File: config.mk
export PLATFORM = sky130hd
export DESIGN_NAME = regfile_writeback_arbiter
export DESIGN_NICKNAME = d
export VERILOG_FILES = /design/src/rtl/regfile_writeback_arbiter.sv
export SDC_FILE = /design/constraint.sdc
export NUM_CORES = 1
export LEC_CHECK = 0
export CORE_MARGIN = 10
export CORE_UTILIZATION = 59
export DETAILED_ROUTE_END_ITERATION = 10
export HOLD_SLACK_MARGIN = 0.06
export PLACE_DENSITY = 0.86
export SLEW_MARGIN = 20
export SYNTH_ARGS = -nofsm -noshare
export SYNTH_HDL_FRONTEND = slang
export SYNTH_SLANG_ARGS = --single-unit
File: constraint.sdc
create_clock -name clk -period 5.8 [get_ports clk]
set_clock_uncertainty 0.2 [all_clocks]
set_input_delay 1.16 -clock clk [delete_from_list [all_inputs] [get_ports clk]]
set_output_delay 1.16 -clock clk [all_outputs]
set_load 0.01 [all_outputs]
File: src/rtl/regfile_writeback_arbiter.sv
// Register-file write-port arbiter: ALU results win, memory results are buffered in a squashable FIFO.
// Optional macro REGFILE_WB_ZERO_REG_EN drops every write that targets register 0.
module regfile_writeback_arbiter #(
    parameter int DEPTH = 4,
    parameter int AW    = 2
) (
    input  logic          clk,
    input  logic          rst,
    input  logic          alu_valid,
    input  logic [3:0]    alu_reg,
    input  logic [15:0]   alu_data,
    input  logic          mem_valid,
    output logic          mem_ready,
    input  logic [3:0]    mem_reg,
    input  logic [15:0]   mem_data,
    output logic [3:0]    DstReg,
    output logic [15:0]   DstData,
    output logic          WriteReg,
    output logic [15:0]   pending,
    output logic [AW:0]   fifo_count
);

    localparam logic [AW:0] FULL_COUNT = (AW+1)'(DEPTH);

    logic [3:0]       ent_reg_q  [DEPTH];
    logic [3:0]       ent_reg_d  [DEPTH];
    logic [15:0]      ent_data_q [DEPTH];
    logic [15:0]      ent_data_d [DEPTH];
    logic [DEPTH-1:0] ent_vld_q, ent_vld_d;
    logic [DEPTH-1:0] ent_sq_q, ent_sq_d;
    logic [AW-1:0]    rd_ptr_q, rd_ptr_d;
    logic [AW-1:0]    wr_ptr_q, wr_ptr_d;
    logic [AW:0]      count_q, count_d;
    logic [3:0]       dst_reg_q, dst_reg_d;
    logic [15:0]      dst_data_q, dst_data_d;
    logic             write_reg_q, write_reg_d;

    logic alu_sel, mem_drop, fifo_empty, mem_fire, deq, bypass, enq;

    always_comb begin
        alu_sel  = alu_valid;
        mem_drop = 1'b0;
`ifdef REGFILE_WB_ZERO_REG_EN
        alu_sel  = alu_valid && (alu_reg != 4'd0);
        mem_drop = (mem_reg == 4'd0);
`endif
    end

    // Ready looks only at occupancy so it never depends on this cycle's dequeue.
    assign fifo_empty = (count_q == '0);
    assign mem_ready  = (count_q != FULL_COUNT);
    assign mem_fire   = mem_valid && mem_ready;
    assign deq        = !alu_sel && !fifo_empty;
    assign bypass     = !alu_sel && fifo_empty && mem_fire && !mem_drop;
    assign enq        = mem_fire && !mem_drop && !bypass;

    // NOTE: every variable gets its default first, so no path can infer a latch.
    always_comb begin
        ent_reg_d   = ent_reg_q;
        ent_data_d  = ent_data_q;
        ent_vld_d   = ent_vld_q;
        ent_sq_d    = ent_sq_q;
        rd_ptr_d    = rd_ptr_q;
        wr_ptr_d    = wr_ptr_q;
        dst_reg_d   = dst_reg_q;
        dst_data_d  = dst_data_q;
        write_reg_d = 1'b0;

        if (alu_sel) begin
            write_reg_d = 1'b1;
            dst_reg_d   = alu_reg;
            dst_data_d  = alu_data;
            // The ALU write is younger than any queued write to the same register.
            for (int i = 0; i < DEPTH; i++) begin
                if (ent_vld_q[i] && (ent_reg_q[i] == alu_reg)) begin
                    ent_sq_d[i] = 1'b1;
                end
            end
        end else if (deq) begin
            write_reg_d = !ent_sq_q[rd_ptr_q];
            if (!ent_sq_q[rd_ptr_q]) begin
                dst_reg_d  = ent_reg_q[rd_ptr_q];
                dst_data_d = ent_data_q[rd_ptr_q];
            end
            ent_vld_d[rd_ptr_q] = 1'b0;
            rd_ptr_d            = rd_ptr_q + 1'b1;
        end else if (bypass) begin
            write_reg_d = 1'b1;
            dst_reg_d   = mem_reg;
            dst_data_d  = mem_data;
        end

        if (enq) begin
            ent_vld_d[wr_ptr_q]  = 1'b1;
            ent_sq_d[wr_ptr_q]   = alu_sel && (mem_reg == alu_reg);
            ent_reg_d[wr_ptr_q]  = mem_reg;
            ent_data_d[wr_ptr_q] = mem_data;
            wr_ptr_d             = wr_ptr_q + 1'b1;
        end

        count_d = count_q + {{AW{1'b0}}, enq} - {{AW{1'b0}}, deq};
    end

    always_comb begin
        pending = '0;
        for (int i = 0; i < DEPTH; i++) begin
            if (ent_vld_q[i] && !ent_sq_q[i]) begin
                pending[ent_reg_q[i]] = 1'b1;
            end
        end
        if (write_reg_q) begin
            pending[dst_reg_q] = 1'b1;
        end
`ifdef REGFILE_WB_ZERO_REG_EN
        pending[0] = 1'b0;
`endif
    end

    // NOTE: state uses non-blocking assignments so every flop samples pre-edge values.
    always_ff @(posedge clk) begin
        if (rst) begin
            ent_vld_q   <= '0;
            ent_sq_q    <= '0;
            rd_ptr_q    <= '0;
            wr_ptr_q    <= '0;
            count_q     <= '0;
            dst_reg_q   <= '0;
            dst_data_q  <= '0;
            write_reg_q <= 1'b0;
        end else begin
            ent_vld_q   <= ent_vld_d;
            ent_sq_q    <= ent_sq_d;
            rd_ptr_q    <= rd_ptr_d;
            wr_ptr_q    <= wr_ptr_d;
            count_q     <= count_d;
            dst_reg_q   <= dst_reg_d;
            dst_data_q  <= dst_data_d;
            write_reg_q <= write_reg_d;
        end
    end

    // NOTE: payload storage is not reset; the valid bits alone decide what it means.
    always_ff @(posedge clk) begin
        ent_reg_q  <= ent_reg_d;
        ent_data_q <= ent_data_d;
    end

    assign DstReg     = dst_reg_q;
    assign DstData    = dst_data_q;
    assign WriteReg   = write_reg_q;
    assign fifo_count = count_q;

endmodule

After elaboration in Yosys (flattened, before gate mapping)

Index checks and enable logic that the tools add are counted.

Multiplexer cells: 54
Bitwise logic cells: 10
Reductions and logical operators: 34
$lt $le $gt $ge: 17
Eq/ne operators: 7
Add/sub/neg operators: 4

Operators with widths:

| kind                                                              | number |
|---|---|
| 2-to-1 mux 16 bit                                                 | 12 |
| bitwise mux 64 bit                                                | 1 |
| bitwise OR 16 bit                                                 | 4 |
| 2-to-1 mux 4 bit                                                  | 12 |
| binary-select mux 16 bit (select 2 bit)                           | 1 |
| demux 16 bit (select 2 bit)                                       | 1 |
| less-than comparator 4 x 5 -> 1 bit, second input constant        | 5 |
| logical AND 1 bit                                                 | 22 |
| demux 1 bit (select 4 bit)                                        | 5 |
| == test 4 bit                                                     | 5 |
| greater-or-equal comparator 4 x 1 -> 1 bit, second input constant | 5 |
| bitwise mux 16 bit                                                | 1 |
| 2-to-1 mux 1 bit                                                  | 15 |
| binary-select mux 4 bit (select 2 bit)                            | 1 |
| demux 4 bit (select 2 bit)                                        | 1 |
| zero test 1 bit                                                   | 8 |
| greater-or-equal comparator 3 bit, second input constant          | 2 |
| less-than comparator 2 x 3 -> 1 bit, second input constant        | 2 |
| != test 3 bit, second input constant                              | 2 |
| NOT 2 -> 3 bit                                                    | 2 |
| adder 2 x 1 -> 2 bit, second input constant                       | 2 |
| AND 4 bit                                                         | 1 |
| bitwise mux 4 bit                                                 | 1 |
| demux 1 bit (select 2 bit)                                        | 2 |
| other kinds (11)                                                  | 13 |

Word-level logic and storage cells: 142
Register bits after elaboration: 116
Bits of input ports: 44

Depth between registers and ports, before layout

Depth in word-level cells: 13
Gate-level depth with buffers: 12
Gate-level depth less buffers: 10

Worst setup path before layout

Ideal clock, no wire load.

Kind: input to register
Start: input port alu_valid
End: register count_q[2], in the netlist fifo_count[2]
Data arrival time: 3185 ps
Stages on the path: 12
Path slack: 2287 ps
Buffers on the path: 2
Data required time: 5472 ps
Library setup time: 128 ps
Path through: buf_2 -> nor2b_1 -> o31a_1 -> clkbuf_1 -> inv_1 -> ha_1 -> inv_1 -> ha_1 -> fa_1 -> xnor2_1 -> xnor2_1 -> nor2_1

Longest elaborated chain between the ends: 7
Elaborated cells on any way between the ends: 8
Classes of those cells: 2 x add/sub; 6 x reduce/logical

RTL lines:

| item                           | RTL line | RTL |
|---|---|---|
| start: declaration             | 9        | `input logic alu_valid,` |
| zero test 1 bit *              | 53, 54   |  |
| logical AND 1 bit (2 in a row) | 54       | `assign bypass = !alu_sel && fifo_empty && mem_fire && !mem_drop;` |
| zero test 1 bit                | 55       | `assign enq = mem_fire && !mem_drop && !bypass;` |
| logical AND 1 bit              | 55       |  |
| adder 3 x 1 -> 3 bit           | 101      | `count_d = count_q + {{AW{1'b0}}, enq} - {{AW{1'b0}}, deq};` |
| subtractor 3 x 1 -> 3 bit *    | 101      |  |
| end signal: assignment         | 135      | `count_q <= count_d;` |
| end: declaration               | 33       | `logic [AW:0] count_q, count_d;` |

Mark *: on every way between the ends. The rest lies on a longest branch, timed or not.
A chain may end at the register's enable or synchronous reset.

Final worst setup path

Start: register ent_reg_q[1] in the netlist's numbering
End: output port pending[13]

Longest elaborated chain between the ends: 8
Elaborated cells on any way between the ends: 9
Classes of those cells: 2 x order compare; 4 x mux; 2 x bitwise; 1 x reduce/logical

RTL lines:

| item                                                                                                                    | RTL line | RTL |
|---|---|---|
| start: declaration                                                                                                      | 25       | `logic [3:0] ent_reg_q [DEPTH];` |
| start signal: assignment                                                                                                | 144      | `ent_reg_q <= ent_reg_d;` |
| less-than comparator 4 x 5 -> 1 bit (implied by the code) or greater-or-equal comparator 4 x 1 -> 1 bit (tied branches) | 108      | `pending[ent_reg_q[i]] = 1'b1;` |
| logical AND 1 bit (implied by the code)                                                                                 | 108      |  |
| 2-to-1 mux 1 bit (implied by the code)                                                                                  | 108      |  |
| demux 1 bit (select 4 bit) *                                                                                            | 108      |  |
| bitwise OR 16 bit (no source line) *                                                                                    | --       |  |
| 2-to-1 mux 16 bit *                                                                                                     | 107      | `if (ent_vld_q[i] && !ent_sq_q[i]) begin` |
| bitwise OR 16 bit (no source line)                                                                                      | --       |  |
| 2-to-1 mux 16 bit *                                                                                                     | 111      | `if (write_reg_q) begin` |
| end: declaration                                                                                                        | 19       | `output logic [15:0] pending,` |

Marks and branches as above.

==> results_dict.tcl <==
set metrics [dict create \
    die_area_sq_um 14360 \
    power.leakage_uw 0.002451 \
    min_path_type "reg -> reg" \
    hp-start "DstData[13]" \
    clock_path_buffers 2 \
    grt_max_degree 42 \
    fin_hold_ws_ns 0.2798 \
    maxSlewHeadroom 0.2814 \
    yosys-top-cells-area "edfxtp_1, dfxtp_1, mux4_2" \
    drtIter0Drc 587 \
    layout_commonest_cell "clkdlybuf4s50_1" \
    ios 85 \
    pwr_density_cell_nw_per_um2 415.2 \
    io_buffer_count 84 \
    slowest_stage "nor4bb_1" \
    cpPeakStageDelay_ns 0.89 \
    grtUsageTotal 0.2585 \
    cts_hold_buffers 0 \
    synth_top_area_share 0.4084 \
    start_util 0.6046 \
    crit_chain "nor4bb_1 > nand3_1 > nand4_1 > clkdlybuf4s50_1" \
    cp_num_buf_inv 1 \
    dieHeight_um 119.8 \
    final.setup.tns_ns 0 \
    die-width_um 119.8 \
    rows 36 \
    num_antenna_cells 0 \
    synth_nets 557 \
    place_congestion 1.014 \
    utilization 0.7508 \
    p_sw_uw 965.9 \
    power_frac_comb 0.287 \
    cp_top_family "simple AND/OR/NAND/NOR gates" \
    synthDistinctLibCells 50 \
    vdd_ir_drop_max_mv 0.2946 \
    num_vias 4929 \
    cp_max_fo 10 \
    synth_cells 502 \
    drt.antenna.violating_nets 0 \
    required_ns 4.44 \
    h-tree-depth 4 \
    post-cts-setup-buffers 0 \
    synth-edff-count 80 \
    final-max-slew-violation-count 0 \
    fmax_mhz 238.1 \
    drt_pre_antenna_iters 5 \
    wl_um 18330 \
    clkPwrFrac 0.319 \
    fill_cells 619 \
    status "finished, final reports clean" \
    design_area_sq_um 7305 \
    period_share 0.7242 \
    path_clk_slew_ns 0.06 \
    ys.flop_type "edfxtp_1" \
    drive_above_1_share 0.1105 \
    synth-async-reset-ratio 0 \
    grt_setup_unrepaired "no" \
    finalHoldViolCount 0 \
    grt_pass1_vias 4974 \
    final_cell_mix "clkdlybuf4s50_1, edfxtp_1, nand3_1, a21oi_1, dfxtp_1" \
    num-nets-final 621 \
    synth.yosys.seq_area_share 0.5310 \
    internal_power_uw 2067 \
    cts_tree "yes" \
    r2r_start "fifo_count[1]" \
    clockRootBuffer "clkbuf_8" \
    cts_resized 0 \
    place_area_sq_um 6748 \
    core-area_sq_um 9729 \
    startpoint_type "register" \
    cts_sinks 116 \
    maxCapViolations 0 \
    setup_viol 0 \
    crit_type "reg -> out" \
    seq_power_share 0.394 \
    grt_pass1_wl_um 29020 \
    synth_top_area_cell "edfxtp_1" \
    drcViolationCount 0 \
    cts_buffers 17 \
    worstMarginPinSlew_ns 1.078 \
    wl_per_cell_um 25.74 \
    postSynthAreaPerCell_sq_um 11.72 \
    insertion_delay_ns 0.53 \
    grt_remaining_overflow 0 \
    min_period_ns 4.201 \
    antenna_found_initial 0 \
    yosysWarnings 0 \
    ys_ff_latch 116 \
    vias_per_cell 6.923 \
    crit_start "ent_reg_q[1]" \
    syn-cell-area_sq_um 5882 \
    cp.arrival_ns 2.84 \
    syn_to_final_growth_pct 24.19 \
    swShare 0.3185 \
    hpwl_um 11320 \
    cp-end-kind "output port" \
]
metrics by stage:
| step | std cells | worst slack (ns) | power (uW) |
|---|---|---|---|
| after floorplan | 502 | 2.287 | 1694 |
| after global placement | 680 | 1.813 | 1998 |
| after detailed placement | 680 | 1.676 | 2032 |
| after CTS | 712 | 1.600 | 3022 |
| after global routing | 712 | 1.464 | 3147 |
| final | 712 | 1.599 | 3033 |
cell usage after synthesis, types with 6 or more instances:
| master | count |
|---|---|
| a32oi_1 | 7 |
| nand4_1 | 8 |
| a211o_1 | 20 |
| nor3_1 | 13 |
| nor2b_1 | 10 |
| xnor2_1 | 9 |
| edfxtp_1 | 80 |
| nor2_1 | 17 |
| a21oi_1 | 37 |
| nand2_1 | 17 |
| dfxtp_1 | 36 |
| inv_1 | 10 |
| mux4_2 | 21 |
| ha_1 | 10 |
| clkbuf_1 | 35 |
| o21ai_0 | 15 |
| xor2_1 | 15 |
| nand3_1 | 43 |
| a22oi_1 | 26 |
| nor4bb_1 | 6 |
path summary, 6_finish.rpt:
check	to	slack [ns]	depth (start not counted)
worst min register to register	DstData[13]	0.28	2
worst max register to register	fifo_count[2]	2.76	10
worst min-delay path	DstData[13]	0.28	2
worst max-delay path	pending[13]	1.60	4
worst reg2reg max path: cells and delay by family (launching register included):
| family | cells | cell delay, ns |
|---|---|---|
| buffers and inverters | 2 | 0.31 |
| and+or+nand+nor | 3 | 0.76 |
| xor gates and xnor gates | 2 | 0.33 |
| adders and majority gates | 3 | 0.90 |
| DFF | 1 | 0.40 |
layout make-up:
cell class / count / area [sq um] / share of cell area
flip-flops and latches: 116 / 3124 / 0.4277
multi-input cells: 329 / 2532 / 0.3467
repair buffers: 91 / 893.4 / 0.1223
clock buffers: 19 / 431.7 / 0.05910
well taps: 133 / 166.4 / 0.02278
clock inverters: 13 / 115.1 / 0.01576
inverters: 11 / 41.29 / 0.005653
metal layers:
metal,vias to the layer above,GRT usage,routed length [um]
li1,2080,-,-
met3,84,0.07923,1848
met4,0,0.1403,922
met1,2379,0.2943,6493
met2,386,0.4281,9065
met5,-,0,0
registers in the layout (all words and copies together) (netlist names):
register / count
ent_reg_q: 16
DstReg: 4
ent_data_q: 64
ent_vld_q: 4
fifo_count: 3
WriteReg: 1
wr_ptr_q: 2
ent_sq_q: 4
rd_ptr_q: 2
DstData: 16
logic make-up (layout without fill, tap and decap cells):
group           Yosys count  in the layout  synth area share
compound gates          128            128            0.1461
xor+xnor                 24             24           0.03574
fa+ha+maj                11             11           0.02468
buf+inv                  57            134           0.04233
flops                   116            116            0.5309
mux                      21             21           0.08041
simple gates            145            145            0.1398
power by group through the flow:
| stage | clock [uW] | sequential [uW] | combinational (uW) |
|---|---|---|---|
| CTS | 966 | 1190 | 866 |
| detailed placement | 0 | 1200 | 832 |
| finish | 968 | 1190 | 871 |
| global placement | 0 | 1190 | 807 |
| global route | 1000 | 1210 | 930 |
| floorplan | 0 | 1120 | 578 |
No activity file was read; power rests on OpenSTA's default activity.
